===== src/rtl/sm3_expnd_core_wrapper_spec.sv =====
// SM3 message expansion stage: collects one 16-word padded block, then streams
// the 64 (Wj, W'j) pairs to the compression stage through a sliding 16-word window.
module sm3_expnd_core_wrapper_spec (
  input  logic        clk,
  input  logic        rst_n,
  input  logic [31:0] pad_otpt_d,
  input  logic        pad_otpt_vld,
  input  logic        pad_otpt_lst,
  output logic        pad_otpt_ena,
  input  logic        expnd_otpt_ena,
  output logic [31:0] expnd_otpt_wj,
  output logic [31:0] expnd_otpt_wjj,
  output logic        expnd_otpt_vld,
  output logic        expnd_otpt_lst,
  output logic [1:0]  dbg_state
);

  // Handshake: a transfer happens on a rising edge where the producer's valid
  // and the consumer's ready/enable are both high; valid never depends on ready.

  typedef enum logic [1:0] {
    ST_IDLE  = 2'd0,
    ST_LOAD  = 2'd1,
    ST_EXPND = 2'd2
  } state_e;

  state_e      state_q, state_d;
  logic [31:0] win_q [16];
  logic [31:0] win_d [16];
  logic [3:0]  wcnt_q, wcnt_d;
  logic [5:0]  j_q, j_d;
  logic        last_q, last_d;

  logic        word_acc;
  logic        pair_xfer;
  logic [31:0] p1_in;
  logic [31:0] w_new;

  function automatic logic [31:0] rotl7(input logic [31:0] x);
    return {x[24:0], x[31:25]};
  endfunction

  function automatic logic [31:0] rotl15(input logic [31:0] x);
    return {x[16:0], x[31:17]};
  endfunction

  function automatic logic [31:0] rotl23(input logic [31:0] x);
    return {x[8:0], x[31:9]};
  endfunction

  assign word_acc  = pad_otpt_vld & pad_otpt_ena;
  assign pair_xfer = expnd_otpt_vld & expnd_otpt_ena;

  // Window slot 0 is W[j]; the new word W[j+16] enters at slot 15.
  assign p1_in = win_q[0] ^ win_q[7] ^ rotl15(win_q[13]);
  assign w_new = p1_in ^ rotl15(p1_in) ^ rotl23(p1_in) ^ rotl7(win_q[3]) ^ win_q[10];

  // State register
  always_ff @(posedge clk or negedge rst_n) begin
    if (!rst_n) begin
      state_q <= ST_IDLE;
    end else begin
      state_q <= state_d;
    end
  end

  // Next-state logic
  always_comb begin
    state_d = state_q;
    case (state_q)
      ST_IDLE:  if (word_acc) state_d = ST_LOAD;
      ST_LOAD:  if (word_acc && (wcnt_q == 4'd15)) state_d = ST_EXPND;
      ST_EXPND: if (pair_xfer && (j_q == 6'd63)) state_d = ST_IDLE;
      default:  state_d = ST_IDLE;
    endcase
  end

  // Output logic
  always_comb begin
    pad_otpt_ena   = (state_q != ST_EXPND);
    expnd_otpt_vld = (state_q == ST_EXPND);
    expnd_otpt_lst = (state_q == ST_EXPND) & (j_q == 6'd63) & last_q;
    expnd_otpt_wj  = win_q[0];
    expnd_otpt_wjj = win_q[0] ^ win_q[4];
    dbg_state      = state_q;
  end

  // Window, counters and last-block flag. Loading and expanding share the same
  // shift so that after 16 loads slot 0 holds word 0 of the block.
  always_comb begin
    for (int i = 0; i < 16; i++) win_d[i] = win_q[i];
    wcnt_d = wcnt_q;
    j_d    = j_q;
    last_d = last_q;
    if (word_acc) begin
      for (int i = 0; i < 15; i++) win_d[i] = win_q[i+1];
      win_d[15] = pad_otpt_d;
      wcnt_d    = wcnt_q + 4'd1;
      if (wcnt_q == 4'd15) last_d = pad_otpt_lst;
    end else if (pair_xfer) begin
      for (int i = 0; i < 15; i++) win_d[i] = win_q[i+1];
      win_d[15] = w_new;
      j_d       = j_q + 6'd1;
    end
  end

  always_ff @(posedge clk or negedge rst_n) begin
    if (!rst_n) begin
      for (int i = 0; i < 16; i++) win_q[i] <= 32'd0;
      wcnt_q <= 4'd0;
      j_q    <= 6'd0;
      last_q <= 1'b0;
    end else begin
      for (int i = 0; i < 16; i++) win_q[i] <= win_d[i];
      wcnt_q <= wcnt_d;
      j_q    <= j_d;
      last_q <= last_d;
    end
  end

endmodule


===== config.mk =====
export PLATFORM = sky130hd
export DESIGN_NAME = sm3_expnd_core_wrapper_spec
export DESIGN_NICKNAME = d
export VERILOG_FILES = /design/src/rtl/sm3_expnd_core_wrapper_spec.sv
export SDC_FILE = /design/constraint.sdc
export NUM_CORES = 1
export LEC_CHECK = 0
export CORE_AREA = 4 4 200 202
export DETAILED_ROUTE_END_ITERATION = 8
export DIE_AREA = 0 0 204 206
export GPL_ROUTABILITY_DRIVEN = 0
export PLACE_DENSITY = 0.8
export SLEW_MARGIN = 10
export SYNTH_ARGS = -nofsm -noshare
export SYNTH_HDL_FRONTEND = slang
export SYNTH_SLANG_ARGS = --single-unit

===== constraint.sdc =====
create_clock -name clk -period 2.1 [get_ports clk]
set_input_delay 0.42 -clock clk [delete_from_list [all_inputs] [get_ports clk]]
set_output_delay 0.42 -clock clk [all_outputs]
set_load 0.05 [all_outputs]

# ---- After elaboration in Yosys (flattened, before gate mapping)
# Index checks and enable logic that the tools add are counted.
dict set report totals {
  regBits 525
  output_inout_bits 69
  ramBits 0
  inputBits 37
  latch_bits 0
  n_memories 0
  romBits 0
}
dict set report op_classes {
  n_shift 0
  div_mod_pow 0
  n_lt_le_gt_ge 0
  n_eq_ne 8
  n_mux 6
  bitwise 12
  reduce_logical 7
  add_sub_neg 2
  mul 0
}
# cell n
set op_table {}
lappend op_table {{512-bit two-way mux} 2}
lappend op_table {{32-bit XOR} 7}
lappend op_table {{6-bit by 1-bit adder with 6-bit output, second input constant} 1}
lappend op_table {{6-bit == test, second input constant} 1}
lappend op_table {{2-bit two-way mux} 3}
lappend op_table {{2-bit != test, second input constant} 3}
lappend op_table {{2-bit one-hot mux with 3 select lines} 1}
lappend op_table {{4-bit by 1-bit adder with 4-bit output, second input constant} 1}
lappend op_table {{1-bit bitwise AND} 4}
lappend op_table {{4-bit == test, second input constant} 1}
lappend op_table {{2-bit AND reduction} 2}
lappend op_table {{3-bit AND reduction} 1}
lappend op_table {{2-bit by 1-bit == test with 1-bit output, second input constant} 1}
lappend op_table {{2-bit == test, second input constant} 1}
lappend op_table {{1-bit logical AND} 2}
lappend op_table {{2-bit logical NOT} 1}
lappend op_table {{2-bit by 1-bit != test with 1-bit output, second input constant} 1}
lappend op_table {{2-bit nonzero test} 1}
lappend op_table {{1-bit inverter} 1}

# ---- Depth between registers and ports, before layout
# Gate-level depths: netlist (run 1).
dict set report depth {
  word_depth 8
  mapped_depth 7
}

# ---- Worst setup path after synthesis (run 1)
# No wires, ideal clock.
dict set report synth_path {
  path_kind {reg2out}
  start {register state_q[1], in the netlist dbg_state[1]}
  end {output port expnd_otpt_lst}
  path_buffers 1
  arrival_time_ps 2154
  required_ps 1680
  slack_ps -474
  path_stages_with_launch 5
  cell_sequence {dfrtp_1 nand2b_1 inv_1 clkbuf_1 and3_1}
}
dict set report synth_via {
  elab_chain_len 3
}
# element line
set synth_rtl {}
lappend synth_rtl {{start, declared} 27} ;# state_e state_q, state_d;
lappend synth_rtl {{start signal, assigned} 63} ;# state_q <= state_d;
lappend synth_rtl {{2-bit == test} 82} ;# expnd_otpt_lst = (state_q == ST_EXPND) & (j_q == 6'd63) & last_q;
lappend synth_rtl {{1-bit bitwise AND (2 in a row)} 82}
lappend synth_rtl {{end, declared} 14} ;# output logic expnd_otpt_lst,
# Every way passes these cells.

# ---- Worst setup path in the final report (run 1)
dict set report layout_path {
  start {register j_q[1]}
  end {output port expnd_otpt_lst}
}
dict set report layout_via {
  elab_chain_len 3
}
# element line
set layout_rtl {}
lappend layout_rtl {{start, declared} 31} ;# logic [5:0] j_q, j_d;
lappend layout_rtl {{start signal, assigned} 116} ;# j_q <= j_d;
lappend layout_rtl {{6-bit == test} 82}
lappend layout_rtl {{1-bit bitwise AND (2 in a row)} 82}
# Every way passes these cells.

==> results of run 1 <==
==> layout make-up <==
class	count	area [um2]	area share, %
clock buffer	74	1550	5.71
inverter	1	3.75	0.0139
timing repair buffer	193	2040	7.54
tap	518	648	2.39
sequential	525	13100	48.5
clock inverter	14	174	0.642
multi-input combinational	790	9530	35.2
==> logic make-up (layout without fill, tap and decap cells) <==
logic type               Yosys count  count (layout)  share of synthesized area, %
AO/OA/AOI/OAI                     53              53                          1.51
XOR/XNOR                         200             200                          9.47
adder cells (fa/ha/maj)            2               2                         0.108
buffers and inverters             68             282                          2.31
flip-flops                       525             525                          56.7
multiplexers                     495             495                          28.9
AND/OR/NAND/NOR                   40              40                          1.01
==> routing by layer <==
| layer | vias to the layer above | track usage, % | wire [um] |
|---|---|---|---|
| met4 | 0 | 6.13 | 1210 |
| met3 | 77 | 3.91 | 2560 |
| li1 | 5237 | - | - |
| met2 | 318 | 37.9 | 23300 |
| met5 | - | 0 | 0 |
| met1 | 6174 | 35.3 | 22100 |
==> cell usage after synthesis <==
library cell  number
inv_1              1
and2_1             1
a21o_1             1
mux2i_1           14
xnor3_1           32
nand2_1           12
nor2_1             3
buf_4              1
mux2_4           300
a21oi_1           18
nand4_1            4
and3b_1            1
o221ai_1          14
xor2_1            70
buf_2             23
nand2b_1           1
mux2_2           181
and4_1             1
nor2b_1            1
and3_1             1
o22ai_1           18
ha_1               2
nand3b_1          14
clkbuf_1          10
a211oi_1           1
buf_6             33
nand3_1            1
dfrtp_1          525
xnor2_1           98
a22o_1             1
==> per-stage QoR <==
step | setup slack (ps) | total power (uW) | instance area, um2
after floorplan | 3.06 | 33000 | 23200
after global placement | -82.3 | 40200 | 25300
after detailed placement | -98.8 | 40700 | 25300
after CTS | -34.9 | 50400 | 27000
after global routing | -77.9 | 52400 | 27100
final | -2.23 | 50300 | 27100
==> repair_timing <==
| item | in CTS | in global routing |
|---|---|---|
| pin swaps | 3 | 2 |
| hold buffers | 1 | 0 |
| resized for setup | 6 | 3 |
| buffers inserted | 3 | 6 |
| hold endpoints to repair | 28 | 0 |
| setup endpoints to repair | 3 | 3 |
==> flip-flops by register name, indices dropped and copies added, names as in the netlist <==
register       flops
win_q            480
expnd_otpt_wj     32
j_q                6
wcnt_q             4
dbg_state          2
last_q             1
==> worst register-to-register path, stage by stage, from the launching register on <==
cell	delay, ps
dfrtp_1	480
xnor3_1	610
xnor2_1	210
xnor2_1	360
o221ai_1	190
==> path summary, 6_finish.rpt <==
check	from	depth (start not counted)	slack [ps]	endpoint
worst max-delay path	j_q[1]	5	-2	expnd_otpt_lst
worst min-delay path	rst_n	2	370	win_q[220]
worst max register to register	win_q[69]	4	110	win_q[11]
worst min register to register	j_q[4]	1	480	j_q[4]
max in group asynchronous	rst_n	3	940	win_q[143]
min in group clk	pad_otpt_lst	2	460	last_q
==> layout by cell type, fill, tap and decap left out, drive strengths merged, types with 2 or more instances in the layout <==
cell	count
dfrtp	525
nand3b	14
mux2i	14
xor2	70
o22ai	18
clkdlybuf4s50	35
clkbuf	74
xnor3	32
mux2	481
dlygate4sd2	2
bufinv	4
o221ai	14
a21oi	18
clkinv	10
ha	2
nand4	4
buf	155
nand2	12
xnor2	98
nor2	3
==> report_power, final <==
part	internal [uW]	switching, uW	leakage, uW	total (uW)
clock network	5560	3810	0.000858	9370
logic	11600	11400	0.00552	23000
registers	14000	3910	0.00614	18000
==> reports/results.ini, run 1 <==
[final_layout]
antenna_cells = 0
synthToLayoutAreaGrowth_pct = 16.9
fill_cells = 2325
drive_gt1_share_pct = 45.5
final_net_count = 1601
final_cells = 2115
fin_util_pct = 70.7

[global_routing]
grt_max_degree = 76
grt_remaining_overflow = 0
grtUsageTotal_pct = 24.0
grt_pass1_wl_um = 77200
antenna_found_initial = 0
grt_pass1_vias = 12700

[sta]
final_hold_viol_count = 0
setup_tns_ps = -2.23
period_share_pct = 100
worst_pin_slew_ps = 522
holdWs_ps = 370
fin_worst_skew_ps = 11.1
relSlewSlack_pct = 65.1
fin_crit_ps = 2100
clock.fmax_ghz = 0.476
slew_violations = 0
setup_violations = 1
setup_ws_ps = -2.23
rsz0062_at_grt = yes

[detailed_routing]
dr_total_vias = 11800
drt_pass1_iterations = 5
drt-total-wl_um = 49200
wire_per_inst_um = 23.2
ant_nets = 0
drc = 0
via_per_inst = 5.58
drt_iter0_drc = 725

[power_and_ir_drop]
p_leak_uw = 0.0125
powerDensity_nw_per_um2 = 1860
ir_worst_vdd_v = 0.000948

[critical_path]
worst_setup_path_start_kind = register
end_kind = output port
cpLargestDelayFamily = simple AND/OR/NAND/NOR gates
slowest_stage = dfrtp_1
max_stage_delay_ps = 360
cp_cell_sequence = ha_2 -> nand3_2 -> nor2_4 -> and3_4 -> buf_12
critical_path.max_fanout = 2
critPathBufInv = 1
path_class = reg -> out
cp.arrival_ps = 1680
required_ps = 1680

[logic_synthesis]
syn_inst = 1383
ys_ff_latch = 525
avgSynthCellArea_um2 = 16.7
syn-num-nets = 1422
synth_top_area_cell = dfrtp_1
syn_area_um2 = 23200
synth_area_leaders = dfrtp_1 57%, mux2_4 19%, mux2_2 8.8%
synth-seq-area-share_pct = 56.7
synth_top_area_share_pct = 56.7
synth_cell_type_count = 30
ys_warn_count = 0

[cts]
htree_levels = 2
clkSinkCount = 525
cts_root_buf = clkbuf_16
cts_made_buffers = 51
insertion_delay_ps = 590
clkTransAtPathRegs_ps = 60
cts_tree = yes
cts_buffer_depth = 3

[status]
outcome = complete, but fails checks
violations = setup timing

[job]
cap_violations = 0

[placed_design]
dp_hpwl_um = 34700
port_buffers = 105
placedCellCount = 2017

[floorplan]
start_util_pct = 60.5
ios = 106
core_area_um2 = 38300
fp.dieW_um = 204
floorplan.die_area_um2 = 42000
row_count = 72
die_h_um = 206

[min_path]
min_path_type = in -> async

Power figures use the tool's default switching activity.
==> run 2, diff against run 1 <==
- SETUP_SLACK_MARGIN: default -> 0.02
==> reports/results.ini, run 2 (same netlist as run 1, synthesis figures left out) <==
[placed_design]
placedCellCount = 2027
dp_hpwl_um = 35200
placed_cell_area_um2 = 25300
port_buffers = 105

[status]
outcome = complete, but fails checks
violations = setup timing

[floorplan]
core_area_um2 = 38300
floorplan.die_area_um2 = 42000
fp.dieW_um = 204
row_count = 72
ios = 106
start_util_pct = 60.5
die_h_um = 206

[final_layout]
multi_input_area_um2 = 9530
antenna_cells = 0
fill_cells = 2400
final_cells = 2121
final_net_count = 1608
drive_gt1_share_pct = 45.4
final_area_um2 = 27100
max_flop_register = win_q
final_cell_mix = 524 x dfrtp_1, 300 x mux2_4, 181 x mux2_2
largest_register_ffs = 480
synthToLayoutAreaGrowth_pct = 17.1
seqCellArea_um2 = 13100
final_common_cell = dfrtp_1

[cts]
cts_tree = yes
cts_buffer_depth = 3
cts_root_buf = clkbuf_16
htree_levels = 2
cts_made_buffers = 52
insertion_delay_ps = 580
clkTransAtPathRegs_ps = 60
clkSinkCount = 525

[critical_path]
cp.arrival_ps = 1770
worst_setup_path_start_kind = register
reg2reg_depth = 4
path_class = reg -> out
crit_end = expnd_otpt_lst
required_ps = 1680
rrSetupSlack_ps = 160
critical_path.max_fanout = 3
r2r_start = expnd_otpt_wj[11]
critPathLaunch = j_q[1]
end_kind = output port
rr_endpoint = win_q[26]

[detailed_routing]
met3_length_um = 2340
drc = 0
wire_per_inst_um = 23.4
drt-total-wl_um = 49600
routed-wl-met2_um = 23000
wl_met1_um = 22700
ant_nets = 0
via_per_inst = 5.62
top_layer = met5
drt_pass1_iterations = 4
dr_total_vias = 11900
drt_iter0_drc = 704

[sta]
setup_violations = 1
slew_violations = 0
fin_crit_ps = 2190
rsz0062_at_grt = yes
worst_pin_slew_ps = 516
period_share_pct = 104
setup_ws_ps = -94.5
final_hold_viol_count = 0
clock.fmax_ghz = 0.456
relSlewSlack_pct = 65.3
fin_worst_skew_ps = 12.0

[global_routing]
antenna_found_initial = 1
grt_remaining_overflow = 0
grt_pass1_vias = 12800
grt_max_degree = 75
grt_pass1_wl_um = 77700
grtUsageTotal_pct = 24.1

[min_path]
min_path_type = in -> async

[power_and_ir_drop]
ir_worst_vdd_v = 0.00112
p_leak_uw = 0.0125
powerDensity_nw_per_um2 = 1850
finalPower_uw = 50300

[job]
cap_violations = 0

==> run 2: critical path, cell delays in order (launching register included) <==
cell and delay, ps:
dfrtp_1 390, ha_2 210, nand3_2 100, nor2_4 150, and3_4 210, buf_12 130
==> run 2: worst min-delay path by stage <==
stage | cells after the start | from | endpoint
floorplan | 0 | rst_n | dbg_state[0]
global placement | 1 | rst_n | win_q[219]
detailed placement | 1 | rst_n | expnd_otpt_wj[18]
CTS | 2 | rst_n | win_q[219]
global route | 2 | rst_n | win_q[219]
finish | 2 | rst_n | win_q[219]
==> run 2: stage by stage <==
stage	hold slack [ps]	TNS (ps)	setup slack, ps	utilization, %
after floorplan	124	0	31.0	-
after global placement	361	-29880	-137	66.2
after detailed placement	360	-49180	-184	66.2
after CTS	336	-167	-167	70.7
after global routing	373	-150	-150	70.8
final	353	-94.5	-94.5	70.8
==> run 2: power by group <==
part | internal, uW | switching, uW
Clock | 5520 | 3790
Sequential | 14000 | 3900
Combinational | 11500 | 11500
Total | 31100 | 19100
==> run 2: what timing repair did <==
item | in CTS | in global routing
setup buffers | 1 | 4
hold buffers | 1 | 0
gates resized for setup | 5 | 3
pin swaps | 0 | 3
hold endpoints to repair | 31 | 0
endpoints found under the setup margin | 5 | 1
cloned | 0 | 0
==> run 2: layout make-up <==
cell class / count / area share, %
multi-input cells: 790 / 35.1
flip-flops and latches: 525 / 48.4
inverters: 1 / 0.0138
clock inverters: 8 / 0.438
repair buffers: 199 / 7.74
well taps: 518 / 2.39
clock buffers: 80 / 5.85
==> run 2: metal layers <==
| metal | track usage (%) | vias up |
|---|---|---|
| li1 | - | 5217 |
| met1 | 35.6 | 6355 |
| met2 | 36.8 | 264 |
| met4 | 8.23 | 2 |
| met3 | 4.32 | 88 |
| met5 | 0 | - |
==> run 3, diff against run 2 <==
- CORE_AREA: 4 4 200 202 -> 4 4 221 223
- DIE_AREA: 0 0 204 206 -> 0 0 225 227
- GPL_ROUTABILITY_DRIVEN: 0 -> default
- PLACE_DENSITY: 0.8 -> 0.67
==> reports/results.ini, run 3 (same netlist as run 1, synthesis figures left out) <==
[status]
outcome = complete, but fails checks
violations = setup timing

[placed_design]
placed_cell_area_um2 = 25500
gp_congestion = 0.809
post-place-ws_ps = -153
dp_hpwl_um = 35400
port_buffers = 105

[final_layout]
final_common_cell = dfrtp_1
final_area_um2 = 27500
final_net_count = 1623
largest_register_ffs = 480
max_flop_register = win_q
drive_gt1_share_pct = 46.2
fin_util_pct = 59.1
antenna_cells = 0
synthToLayoutAreaGrowth_pct = 18.8
final_cell_mix = 524 x dfrtp_1, 300 x mux2_4, 181 x mux2_2

[floorplan]
row_count = 79
ios = 106
fp.dieW_um = 225
core_area_um2 = 46600
floorplan.die_area_um2 = 51100
start_util_pct = 49.7
die_h_um = 227

[critical_path]
cp.arrival_ps = 1690
slowest_stage = dfrtp_1
rr_endpoint = dbg_state[1]
max_stage_delay_ps = 350
path_class = reg -> out
required_ps = 1680
worst_setup_path_start_kind = register
crit_end = expnd_otpt_lst
cp_cell_sequence = ha_2 -> nand3_2 -> nor2_4 -> and3_4 -> buf_12
end_kind = output port
r2r_start = j_q[1]
rrSetupSlack_ps = 60
critical_path.max_fanout = 2
critPathLaunch = j_q[0]
reg2reg_depth = 14

[detailed_routing]
drt-total-wl_um = 48900
ant_nets = 0
drt_pass1_iterations = 4
dr_total_vias = 11700
drt_iter0_drc = 720
via_per_inst = 5.24
drc = 0
wire_per_inst_um = 21.9

[job]
cap_violations = 0

[global_routing]
grt_pass1_wl_um = 76300
grt_max_degree = 67
grtUsageTotal_pct = 19.4
antenna_found_initial = 0
grt_remaining_overflow = 0
grt_pass1_vias = 12400

[cts]
cts_root_buf = clkbuf_16
clkSinkCount = 525
htree_levels = 2
cts_made_buffers = 55
cts_buffer_depth = 3
insertion_delay_ps = 590
clkTransAtPathRegs_ps = 60
cts_tree = yes

[sta]
period_share_pct = 101
relSlewSlack_pct = 62.4
fin_crit_ps = 2110
setup_tns_ps = -13.4
fin_worst_skew_ps = 10.0
setup_violations = 1
slew_violations = 0
worst_pin_slew_ps = 563
setup_ws_ps = -13.4
rsz0062_at_grt = yes
final_hold_viol_count = 0
clock.fmax_ghz = 0.473

[power_and_ir_drop]
ir_worst_vdd_v = 0.00133
powerDensity_nw_per_um2 = 1860
p_leak_uw = 0.0127
finalPower_uw = 51100

[min_path]
min_path_type = in -> async

-- run 3: worst min path at each step --
stage               startpoint      endpoint  slack [ps]
floorplan                rst_n  dbg_state[0]         120
global placement         rst_n    win_q[276]         320
detailed placement       rst_n    win_q[340]         320
CTS                      rst_n    win_q[340]         270
global route             rst_n    win_q[404]         300
finish                   rst_n    win_q[340]         300
-- run 3: area by class of cell --
cell class | instances | area, um2
flip-flops and latches | 525 | 13100
repair buffers | 211 | 2270
fillers | 3511 | 19000
clock inverters | 12 | 114
well taps | 607 | 759
multi-input cells | 790 | 9530
inverters | 1 | 6.26
clock buffers | 86 | 1710
-- run 3: critical path, delay by kind of cell (launching register included) --
family	cells	cell delay [ps]
flip-flops	1	350
AND/OR/NAND/NOR	3	420
adder cells (fa/ha/maj)	1	190
buffers and inverters	1	130
-- run 3: report_power, final --
| group | switching [uW] | internal [uW] |
|---|---|---|
| logic | 11700 | 11800 |
| clock network | 3900 | 5780 |
| registers | 3820 | 14100 |
-- run 3: timing repair --
item                                   4_1_cts  5_1_grt
setup endpoints to repair                    5        3
pin swaps                                    3        2
buffers inserted                            13        2
resized for setup                            9        3
hold buffers                                 1        0
endpoints found under the hold margin       30        0
-- run 3: metal layers --
layer / GRT usage, % / vias to the layer above / share of wire [%]
met5: 0 / - / 0
met4: 4.70 / 0 / 1.7
met3: 2.57 / 54 / 3.5
met2: 30.4 / 210 / 47
met1: 29.3 / 6140 / 48
li1: - / 5289 / -
-- run 3: metrics by stage --
step | std cells | hold slack, ps
6_report | 2232 | 301
5_1_grt | 2232 | 305
4_1_cts | 2230 | 274
3_5_place_dp | 2118 | 315
3_3_place_gp | 2118 | 316
2_1_floorplan | 1383 | 124
